File: config.mk
export PLATFORM = sky130hd
export DESIGN_NAME = axis_packet_adapter
export DESIGN_NICKNAME = d
export VERILOG_FILES = /design/src/rtl/axis_adapter_config.sv /design/src/rtl/sync_fifo.sv /design/src/rtl/axis_packet_adapter.sv
export SDC_FILE = /design/constraint.sdc
export NUM_CORES = 1
export LEC_CHECK = 0
export BUFFER_PORTS_ARGS = -buffer_cell sky130_fd_sc_hd__buf_2
export CORE_UTILIZATION = 25
export DETAILED_ROUTE_END_ITERATION = 10
export SETUP_SLACK_MARGIN = 0.5
export SLEW_MARGIN = 40
export SYNTH_ARGS = -nofsm -noshare
export SYNTH_HDL_FRONTEND = slang
export SYNTH_SLANG_ARGS = --single-unit
File: constraint.sdc
create_clock -name clk -period 2.7 [get_ports clk]
set_clock_uncertainty 0.2 [all_clocks]
set_input_delay 0.675 -clock clk [delete_from_list [all_inputs] [get_ports clk]]
set_output_delay 0.675 -clock clk [all_outputs]
set_load 0.02 [all_outputs]
File: src/rtl/axis_adapter_config.sv
// Shared configuration for axis_packet_adapter: beat-count helpers, input FSM
// state encoding and the fifo_count width for the default FIFO depth.
package axis_adapter_config;

  localparam int unsigned FIFO_DEPTH_DEFAULT = 4;
  localparam int unsigned FIFO_CNT_W         = $clog2(FIFO_DEPTH_DEFAULT) + 1;

  // Number of stream beats needed to carry a word of the given width.
  function automatic int unsigned beat_count(input int unsigned width,
                                             input int unsigned axis_width);
    return (width + axis_width - 1) / axis_width;
  endfunction

  function automatic int unsigned fifo_cnt_width(input int unsigned depth);
    return $clog2(depth) + 1;
  endfunction

  typedef enum logic {
    COLLECT = 1'b0,
    PRESENT = 1'b1
  } in_state_e;

endpackage

File: src/rtl/sync_fifo.sv
// Synchronous FIFO with registered occupancy count and a look-ahead read of
// the entry behind the head (lets the consumer chain words without a bubble).
module sync_fifo
  import axis_adapter_config::*;
#(
  parameter int unsigned WIDTH = 12,
  parameter int unsigned DEPTH = 4
) (
  input  logic                   clk,
  input  logic                   rst,
  input  logic                   push,
  input  logic [WIDTH-1:0]       push_data,
  input  logic                   pop,
  output logic [WIDTH-1:0]       head,
  output logic [WIDTH-1:0]       head_next,
  output logic [$clog2(DEPTH):0] count
);

  localparam int unsigned PTR_W = $clog2(DEPTH);
  localparam int unsigned CNT_W = fifo_cnt_width(DEPTH);

  logic [WIDTH-1:0] mem_q [DEPTH];
  logic [PTR_W-1:0] wr_ptr_q, wr_ptr_d;
  logic [PTR_W-1:0] rd_ptr_q, rd_ptr_d;
  logic [PTR_W-1:0] rd_next;
  logic [CNT_W-1:0] count_q, count_d;
  logic             push_ok, pop_ok;

  always_comb begin
    push_ok  = push && (count_q != CNT_W'(DEPTH));
    pop_ok   = pop && (count_q != '0);
    wr_ptr_d = wr_ptr_q + PTR_W'(push_ok);
    rd_ptr_d = rd_ptr_q + PTR_W'(pop_ok);
    count_d  = count_q + CNT_W'(push_ok) - CNT_W'(pop_ok);
    rd_next  = rd_ptr_q + PTR_W'(1);
  end

  always_ff @(posedge clk) begin
    if (rst) begin
      wr_ptr_q <= '0;
      rd_ptr_q <= '0;
      count_q  <= '0;
    end else begin
      wr_ptr_q <= wr_ptr_d;
      rd_ptr_q <= rd_ptr_d;
      count_q  <= count_d;
    end
  end

  // Storage needs no reset; the pointers define what is valid.
  always_ff @(posedge clk) begin
    if (push_ok) mem_q[wr_ptr_q] <= push_data;
  end

  assign head      = mem_q[rd_ptr_q];
  assign head_next = mem_q[rd_next];
  assign count     = count_q;

endmodule

File: src/rtl/axis_packet_adapter.sv
// AXI-Stream <-> network word adapter: deserializes input beats into words and
// serializes buffered result words back to a stream. Optional framing via
// macro AXIS_PACKET_ADAPTER_TLAST_EN.
module axis_packet_adapter
  import axis_adapter_config::*;
#(
  parameter int unsigned AXIS_WIDTH = 8,
  parameter int unsigned INP_WIDTH  = 24,
  parameter int unsigned OUT_WIDTH  = 12,
  parameter int unsigned FIFO_DEPTH = 4
) (
  input  logic                        clk,
  input  logic                        rst,
  input  logic                        s_axis_tvalid,
  input  logic [AXIS_WIDTH-1:0]       s_axis_tdata,
  input  logic                        s_axis_tlast,
  output logic                        s_axis_tready,
  output logic                        net_inp_valid,
  output logic [INP_WIDTH-1:0]        net_inp,
  input  logic                        net_inp_ready,
  input  logic                        net_out_valid,
  input  logic [OUT_WIDTH-1:0]        net_out,
  output logic                        net_out_ready,
  output logic                        m_axis_tvalid,
  output logic [AXIS_WIDTH-1:0]       m_axis_tdata,
  output logic                        m_axis_tlast,
  input  logic                        m_axis_tready,
  output logic [$clog2(FIFO_DEPTH):0] fifo_count,
  output logic                        err_short
);

  localparam int unsigned IN_BEATS  = beat_count(INP_WIDTH, AXIS_WIDTH);
  localparam int unsigned OUT_BEATS = beat_count(OUT_WIDTH, AXIS_WIDTH);
  localparam int unsigned IN_ASM_W  = IN_BEATS * AXIS_WIDTH;
  localparam int unsigned OUT_ASM_W = OUT_BEATS * AXIS_WIDTH;
  localparam int unsigned IN_CNT_W  = $clog2(IN_BEATS + 1);
  localparam int unsigned OUT_CNT_W = $clog2(OUT_BEATS + 1);
  localparam int unsigned CNT_W     = fifo_cnt_width(FIFO_DEPTH);

  logic in_tlast;
`ifdef AXIS_PACKET_ADAPTER_TLAST_EN
  localparam bit TLAST_EN = 1'b1;
  assign in_tlast = s_axis_tlast;
`else
  localparam bit TLAST_EN = 1'b0;
  logic unused_tlast;
  assign unused_tlast = s_axis_tlast;
  assign in_tlast     = 1'b0;
`endif

  // Input side state
  in_state_e             state_q, state_d;
  logic [IN_CNT_W-1:0]   in_cnt_q, in_cnt_d;
  logic [IN_ASM_W-1:0]   asm_q, asm_d, asm_shift;
  logic [INP_WIDTH-1:0]  net_inp_q, net_inp_d;
  logic                  net_inp_valid_q, net_inp_valid_d;
  logic                  s_tready_q, s_tready_d;
  logic                  err_short_q, err_short_d;
  logic                  beat_ok;

  // Output side state
  logic [OUT_ASM_W-1:0]  sh_q, sh_d, padded;
  logic [OUT_CNT_W-1:0]  out_cnt_q, out_cnt_d;
  logic                  m_valid_q, m_valid_d;
  logic [AXIS_WIDTH-1:0] m_data_q, m_data_d;
  logic                  m_last_q, m_last_d;
  logic                  net_out_ready_q, net_out_ready_d;
  logic                  fifo_push, fifo_pop, load, out_last_beat;
  logic [OUT_WIDTH-1:0]  fifo_head, fifo_head_next, load_word;
  logic [CNT_W-1:0]      fifo_count_next;

  // Deserializer FSM: shift beats in MSB first, hold the word until taken.
  always_comb begin
    state_d         = state_q;
    in_cnt_d        = in_cnt_q;
    asm_d           = asm_q;
    net_inp_d       = net_inp_q;
    net_inp_valid_d = net_inp_valid_q;
    s_tready_d      = s_tready_q;
    err_short_d     = 1'b0;
    beat_ok         = s_axis_tvalid && s_tready_q;
    asm_shift       = (asm_q << AXIS_WIDTH) | IN_ASM_W'(s_axis_tdata);
    case (state_q)
      COLLECT: begin
        s_tready_d = 1'b1;
        if (beat_ok) begin
          if (in_cnt_q == IN_CNT_W'(IN_BEATS - 1)) begin
            state_d         = PRESENT;
            in_cnt_d        = '0;
            asm_d           = '0;
            net_inp_d       = asm_shift[IN_ASM_W-1 -: INP_WIDTH];
            net_inp_valid_d = 1'b1;
            s_tready_d      = 1'b0;
          end else if (in_tlast) begin
            in_cnt_d    = '0;
            asm_d       = '0;
            err_short_d = 1'b1;
          end else begin
            asm_d    = asm_shift;
            in_cnt_d = in_cnt_q + IN_CNT_W'(1);
          end
        end
      end
      PRESENT: begin
        s_tready_d = 1'b0;
        if (net_inp_ready) begin
          state_d         = COLLECT;
          net_inp_valid_d = 1'b0;
          s_tready_d      = 1'b1;
        end
      end
      default: state_d = COLLECT;
    endcase
  end

  // Serializer: the word being sent stays at the FIFO head until its last
  // beat is accepted, so the following word is read from head_next (or
  // bypassed from net_out when it is being pushed that same cycle).
  always_comb begin
    m_valid_d     = m_valid_q;
    m_data_d      = m_data_q;
    m_last_d      = m_last_q;
    sh_d          = sh_q;
    out_cnt_d     = out_cnt_q;
    fifo_pop      = 1'b0;
    load          = 1'b0;
    load_word     = fifo_head;
    padded        = '0;
    fifo_push     = net_out_valid && net_out_ready_q;
    out_last_beat = (out_cnt_q == OUT_CNT_W'(OUT_BEATS - 1));
    if (!m_valid_q) begin
      if (fifo_count != '0) begin
        load      = 1'b1;
        load_word = fifo_head;
      end
    end else if (m_axis_tready) begin
      if (out_last_beat) begin
        fifo_pop = 1'b1;
        if (fifo_count >= CNT_W'(2)) begin
          load      = 1'b1;
          load_word = fifo_head_next;
        end else if (fifo_push) begin
          load      = 1'b1;
          load_word = net_out;
        end else begin
          m_valid_d = 1'b0;
          m_last_d  = 1'b0;
        end
      end else begin
        m_data_d  = sh_q[OUT_ASM_W-1 -: AXIS_WIDTH];
        sh_d      = sh_q << AXIS_WIDTH;
        out_cnt_d = out_cnt_q + OUT_CNT_W'(1);
        m_last_d  = TLAST_EN && (int'(out_cnt_q) + 2 == int'(OUT_BEATS));
      end
    end
    if (load) begin
      padded    = OUT_ASM_W'(load_word) << (OUT_ASM_W - OUT_WIDTH);
      m_valid_d = 1'b1;
      m_data_d  = padded[OUT_ASM_W-1 -: AXIS_WIDTH];
      sh_d      = padded << AXIS_WIDTH;
      out_cnt_d = '0;
      m_last_d  = TLAST_EN && (OUT_BEATS == 1);
    end
    fifo_count_next = fifo_count + CNT_W'(fifo_push) - CNT_W'(fifo_pop);
    net_out_ready_d = (fifo_count_next < CNT_W'(FIFO_DEPTH));
  end

  always_ff @(posedge clk) begin
    if (rst) begin
      state_q         <= COLLECT;
      in_cnt_q        <= '0;
      asm_q           <= '0;
      net_inp_q       <= '0;
      net_inp_valid_q <= 1'b0;
      s_tready_q      <= 1'b0;
      err_short_q     <= 1'b0;
      sh_q            <= '0;
      out_cnt_q       <= '0;
      m_valid_q       <= 1'b0;
      m_data_q        <= '0;
      m_last_q        <= 1'b0;
      net_out_ready_q <= 1'b0;
    end else begin
      state_q         <= state_d;
      in_cnt_q        <= in_cnt_d;
      asm_q           <= asm_d;
      net_inp_q       <= net_inp_d;
      net_inp_valid_q <= net_inp_valid_d;
      s_tready_q      <= s_tready_d;
      err_short_q     <= err_short_d;
      sh_q            <= sh_d;
      out_cnt_q       <= out_cnt_d;
      m_valid_q       <= m_valid_d;
      m_data_q        <= m_data_d;
      m_last_q        <= m_last_d;
      net_out_ready_q <= net_out_ready_d;
    end
  end

  sync_fifo #(
    .WIDTH (OUT_WIDTH),
    .DEPTH (FIFO_DEPTH)
  ) u_fifo (
    .clk       (clk),
    .rst       (rst),
    .push      (fifo_push),
    .push_data (net_out),
    .pop       (fifo_pop),
    .head      (fifo_head),
    .head_next (fifo_head_next),
    .count     (fifo_count)
  );

  assign s_axis_tready = s_tready_q;
  assign net_inp_valid = net_inp_valid_q;
  assign net_inp       = net_inp_q;
  assign net_out_ready = net_out_ready_q;
  assign m_axis_tvalid = m_valid_q;
  assign m_axis_tdata  = m_data_q;
  assign m_axis_tlast  = m_last_q;
  assign err_short     = err_short_q;

endmodule

== Word level (Yosys, flattened, before mapping) ==
Memory sizes are Yosys's and may differ from the RTL's. A register that Yosys moved wholly into a read port is not among the register bits.
Cells that the tools add are included.

* Bits in registers: 69
* Bits in writable memories: 48
* Input bits: 27
* Output and inout port bits: 41
* Logic and storage cells: 99
* Memories: 1

{| class="wikitable"
|+ Memory list
! name !! depth !! bits a word !! rd ports !! clocked after Yosys merged registers in !! write ports !! line !! text
|-
| u_fifo.mem_q || 4 || 12 || 2 || 1 || 1 || sync_fifo.sv:22 || <nowiki>logic [WIDTH-1:0] mem_q [DEPTH];</nowiki>
|}

* Add/subtract/negate cells: 9
* Order comparisons: 2
* Eq/ne operators: 9
* Muxes and demuxes: 46
* Bitwise logic cells: 3
* Reductions and logical operators: 14

{| class="wikitable"
|+ Operators with widths
! kind !! number
|-
| two-way mux 16 bit || 5
|-
| two-way mux 12 bit || 5
|-
| two-way mux 8 bit || 4
|-
| two-way mux 1 bit || 27
|-
| bitwise OR 24 x 8 -> 24 bit || 1
|-
| != test 2 bit (second input constant) || 6
|-
| AND reduction 3 bit || 4
|-
| adder 2 x 1 -> 2 bit (second input constant) || 3
|-
| adder 3 x 1 -> 3 bit || 2
|-
| one-hot mux 1 bit (2 select lines) || 3
|-
| subtractor 3 x 1 -> 3 bit || 2
|-
| adder 2 x 1 -> 2 bit || 2
|-
| logical AND 1 bit || 4
|-
| two-way mux 2 bit || 2
|-
| AND reduction 4 bit || 1
|-
| nonzero test 2 bit || 2
|-
| >= comparator 3 x 2 -> 1 bit (second input constant) || 1
|-
| less-than comparator 3 bit (second input constant) || 1
|-
| != test 3 bit (second input constant) || 1
|-
| nonzero test 3 bit || 1
|-
| == test 2 x 1 -> 1 bit (second input constant) || 1
|-
| == test 2 bit (second input constant) || 1
|-
| inverter 1 bit || 2
|-
| AND reduction 2 bit || 1
|-
| OR reduction 2 bit || 1
|}

== Logic depth before layout (Yosys ltp) ==
* Depth in word-level cells: 8
* Gate-level depth with buffers: 12
* Depth with buffers taken out: 11

== Cells and area by module ==
A second synthesis with hierarchy kept.

* Cells, all modules: 429
* Area, all modules: 5,077.4 sq um

{| class="wikitable"
|+ Modules (own cells, without submodules)
! module !! times used !! cells an instance !! area an instance (sq um) !! seq. area each (sq um)
|-
| axis_packet_adapter || 1 || 317 || 2,650.0 || 1,221.2
|-
| sync_fifo || 1 || 112 || 2,427.3 || 1,581.5
|}

== Worst setup path before layout ==
OpenSTA, ideal clock, no wires.

* Kind: in2reg
* Start: input port net_out_valid
* End: memory u_fifo.mem_q[0][0] (enable)
* Library setup time: 0.399 ns
* Arrival time: 2.318 ns
* Required time: 2.101 ns
* Slack: -0.217 ns
* Cell stages on the path: 4
* Buffers on the path: 1
* Cells stage by stage: nand2_1 clkbuf_1 a31oi_1 nor3b_1

* Longest elaborated chain between the ends: 4

{| class="wikitable"
|+ Ends and longest elaborated chain
! element !! line !! text
|-
| start, declared || axis_packet_adapter.sv:21 || <nowiki>input logic net_out_valid,</nowiki>
|-
| logical AND 1 bit || axis_packet_adapter.sv:129 || <nowiki>fifo_push = net_out_valid && net_out_ready_q;</nowiki>
|-
| logical AND 1 bit || sync_fifo.sv:30 || <nowiki>push_ok = push && (count_q != CNT_W'(DEPTH));</nowiki>
|-
| two-way mux 1 bit || sync_fifo.sv:52 || <nowiki>if (push_ok) mem_q[wr_ptr_q] <= push_data;</nowiki>
|-
| two-way mux 1 bit (implied by the code) || sync_fifo.sv:52 ||
|-
| end, declared || sync_fifo.sv:22 ||
|}

No other way between the ends.

== Worst setup path in the final report ==
* Start: register u_fifo.count_q[0], in the netlist u_fifo.count[0]
* End: register m_data_q[1], in the netlist m_axis_tdata[1]

* Longest elaborated chain between the ends: 7
* Elaborated cells on any way between the ends: 16
* Classes of those cells: 1 x order compare; 1 x eq/ne; 10 x mux; 4 x reduce/logical

{| class="wikitable"
|+ Ends and longest elaborated chain
! element !! line !! text
|-
| start, declared || sync_fifo.sv:26 || <nowiki>logic [CNT_W-1:0] count_q, count_d;</nowiki>
|-
| start signal, assigned || sync_fifo.sv:46 || <nowiki>count_q <= count_d;</nowiki>
|-
| >= comparator 3 x 2 -> 1 bit || axis_packet_adapter.sv:139 || <nowiki>if (fifo_count >= CNT_W'(2)) begin</nowiki>
|-
| two-way mux 1 bit || axis_packet_adapter.sv:139 ||
|-
| two-way mux 1 bit || axis_packet_adapter.sv:137 || <nowiki>if (out_last_beat) begin</nowiki>
|-
| two-way mux 1 bit || axis_packet_adapter.sv:136 || <nowiki>end else if (m_axis_tready) begin</nowiki>
|-
| two-way mux 1 bit || axis_packet_adapter.sv:131 || <nowiki>if (!m_valid_q) begin</nowiki>
|-
| != test 2 bit (no line) / nonzero test 2 bit (equally long branches) || -- ||
|-
| AND reduction 3 bit (no line) || -- ||
|-
| end signal, assigned || axis_packet_adapter.sv:194 || <nowiki>m_data_q <= m_data_d;</nowiki>
|-
| end, declared || axis_packet_adapter.sv:65 || <nowiki>logic [AXIS_WIDTH-1:0] m_data_q, m_data_d;</nowiki>
|}

Parallel ways exist; a longest one is shown, timed or not.
A chain may end at the register's enable or synchronous reset.

==> impl_results.md <==
* Fin worst setup slack at 0.621 ns
* WHS at 0.244 ns
* Final Cycle Share at 0.770
* Vias at 3812
* PD cells at 761 nW/um2
* Non-Filler Instances at 831
* Worst setup EP type: flop
* GR Util All Layers at 0.122
* Post-synth top area share at 0.287
* Mapped Cells at 485
* Dpl cells at 797
* Area contributors post-synth: edfxtp_1 (29%), dfxtp_1 (27%), nand2_1 (6.3%)
* CTS tree: built
* Hold depth at 2
* EDFF count, synth at 48
* Max cap viols at 0
* Largest net degree at the start of global routing at 38
* Sequential share of the synthesized area at 0.558
* Status: finished, final reports clean
* Area grow syn2layout at 26.4%
* Die width at 144 um
* Drt total wl at 11900 um
* Crit path DAT at 2.23 ns
* Die Span Y at 144 um
* Setup tns final at 0 ns
* Core ar. at 19600 um2
* Most common flop cell mapped by yosys: dfxtp_1
* Drt initial violations at 191
* # clock sinks at 116
* Rows at 51
* Final setup vio count at 0
* Clock Latency Late Sink at 0.41 ns
* Cts bufs inserted at 17
* CTS Hold Bufs at 0
* Die Area at 20700 um2
* Initial Util at 0.256
* Area leader, netlist: edfxtp_1
* Syn avg cell area at 10.4 um2
* First-pass GRT wire length at 19000 um
* Hold Path Class: reg -> reg
* Clk pin slew, worst setup/hold paths at 0.06 ns
* Ys Warns at 0
* Setup WS pre-CTS at 0.335 ns
* Antenna violations before repair at 1
* WL/cell at 14.4 um
* PortBufs at 64
* VDD IR-drop max at 0.000509 V
* Mapped Area at 5020 um2
* Longest Clk Path Bufs at 2
* DP HPWL at 7840 um
* Startpoint Class: flop
* RePlAce Congestion at 0.733
* CP required at 2.85 ns
* Final #Nets at 587
* Slew Viols, Final at 0
* # diodes at 0
* Clk root buf: clkbuf_16
* Final period demand of the worst path at 2.08 ns
* Post-route ant nets at 0
* Async SR Flop Fraction at 0
* Boundary Pins at 68
* Layout cells sized above 1 at 0.263
* DRT Pass-1 Iters at 4
* Leakage power total at 0.00226 uW
* Residual DRC count at 0
* Total gr overflow at 0
* RSZ-0062 raised after global routing: no
* H-tree levels at 4
* Via/cell ratio at 4.59
* Post-synth cell types at 41
* WS Path Type: reg -> reg
* CP max FO at 15
* Flops & latches, synth at 116
* Worst R2R Path Depth at 6
* Fin. Hold Viols at 0
* Number of global-route vias before repair at 3719
* Fmax at 481 MHz
[state kept, by name, summed over array words and instances, names as in the netlist]
signal / count
u_fifo.mem_q: 48
net_inp: 24
asm_q: 16
m_axis_tdata: 8
sh_q: 4
u_fifo.count: 3
in_cnt_q: 2
out_cnt_q: 2
u_fifo.rd_ptr_q: 2
u_fifo.wr_ptr_q: 2
m_axis_tvalid: 1
net_inp_valid: 1
net_out_ready: 1
s_axis_tready: 1
state_q: 1
[final timing paths]
path                                            startpoint                           end  slack [ns]
worst max-delay path            u_fifo.count[0]$_SDFF_PP0_  m_axis_tdata[1]$_SDFFE_PP0P_        0.62
worst min-delay path                asm_q[14]$_SDFFE_PP0P_      net_inp[22]$_SDFFE_PP0P_        0.24
worst max register to register  u_fifo.count[0]$_SDFF_PP0_  m_axis_tdata[1]$_SDFFE_PP0P_        0.62
worst min register to register      asm_q[14]$_SDFFE_PP0P_      net_inp[22]$_SDFFE_PP0P_        0.24
[through the flow]
stage	area, um2	total power (uW)	util
3_3_place_gp	5710	2680	0.292
5_1_grt	6350	5040	0.324
4_1_cts	6300	4870	0.322
3_5_place_dp	5710	2680	0.292
2_1_floorplan	5080	2480	-
6_report	6350	4840	0.324
[cell usage in the layout (no fill, tap or decap), drive strengths merged, types with 17 or more instances in the layout]
cell type / n
a211oi: 25
a21oi: 54
buf: 86
clkbuf: 23
dfxtp: 68
edfxtp: 48
mux2i: 20
nand2: 84
nand3: 17
nor2: 28
nor2b: 18
[power breakdown]
| group | leakage, uW | total (uW) | internal [uW] | switching, uW |
|---|---|---|---|---|
| Clock | 0.000277 | 2170 | 1400 | 769 |
| Combinational | 0.000997 | 649 | 242 | 408 |
| Sequential | 0.000989 | 2020 | 1930 | 81.0 |
| Total | 0.00226 | 4840 | 3580 | 1260 |
[kinds of logic after synthesis]
family                   Yosys count  synth area share
other                              1          0.000746
flip-flops                       116             0.558
buffers and inverters             45            0.0426
AND/OR/NAND/NOR                  171             0.154
multiplexers                      28            0.0757
adder cells (fa/ha/maj)            7            0.0189
AO/OA/AOI/OAI                    112             0.142
XOR/XNOR                           5           0.00872
[final cells by class]
cell class / instances / area (um2)
clock buffer: 23 / 468
clock inverter: 9 / 105
tap: 265 / 332
inverter: 7 / 31.3
fill: 2024 / 13200
timing repair buffer: 86 / 510
sequential: 116 / 2810
multi-input combinational: 325 / 2100
[synthesized netlist by cell type, types with 2 or more instances]
library cell	count
buf_6	2
edfxtp_1	48
o22ai_1	8
or2_2	2
buf_4	4
mux2i_1	20
a211oi_1	25
o22a_1	4
nand2_1	84
o21ai_0	12
inv_1	6
a311oi_1	5
clkbuf_1	19
nand3_1	17
nor2b_1	18
xor2_1	2
ha_1	6
a21oi_1	45
nand2b_1	2
mux4_2	8
nor2_1	28
and3_1	5
nor3_1	7
buf_2	12
a21oi_2	9
dfxtp_1	68
nor3b_1	3
xnor2_1	3
[per-layer routing]
layer,vias up,GRT usage,wire [um]
met1,1816,0.150,5520
met4,0,0.0616,266
met3,19,0.0327,585
li1,1876,-,-
met2,101,0.196,5560
met5,-,0,0
[critical path: stages, from the launching register on]
cell and delay, ns:
dfxtp_1 0.39, or3b_4 0.44, and2_4 0.26, a21oi_4 0.24, buf_4 0.21, o22ai_1 0.12
a21oi_2 0.15
[repair_timing]
item	in CTS	in global routing
resized for setup	2	9
setup endpoints to repair	3	12
hold endpoints to repair	0	0
pin swaps	0	1
setup buffers	0	2
(Power assumes the default switching activity.)
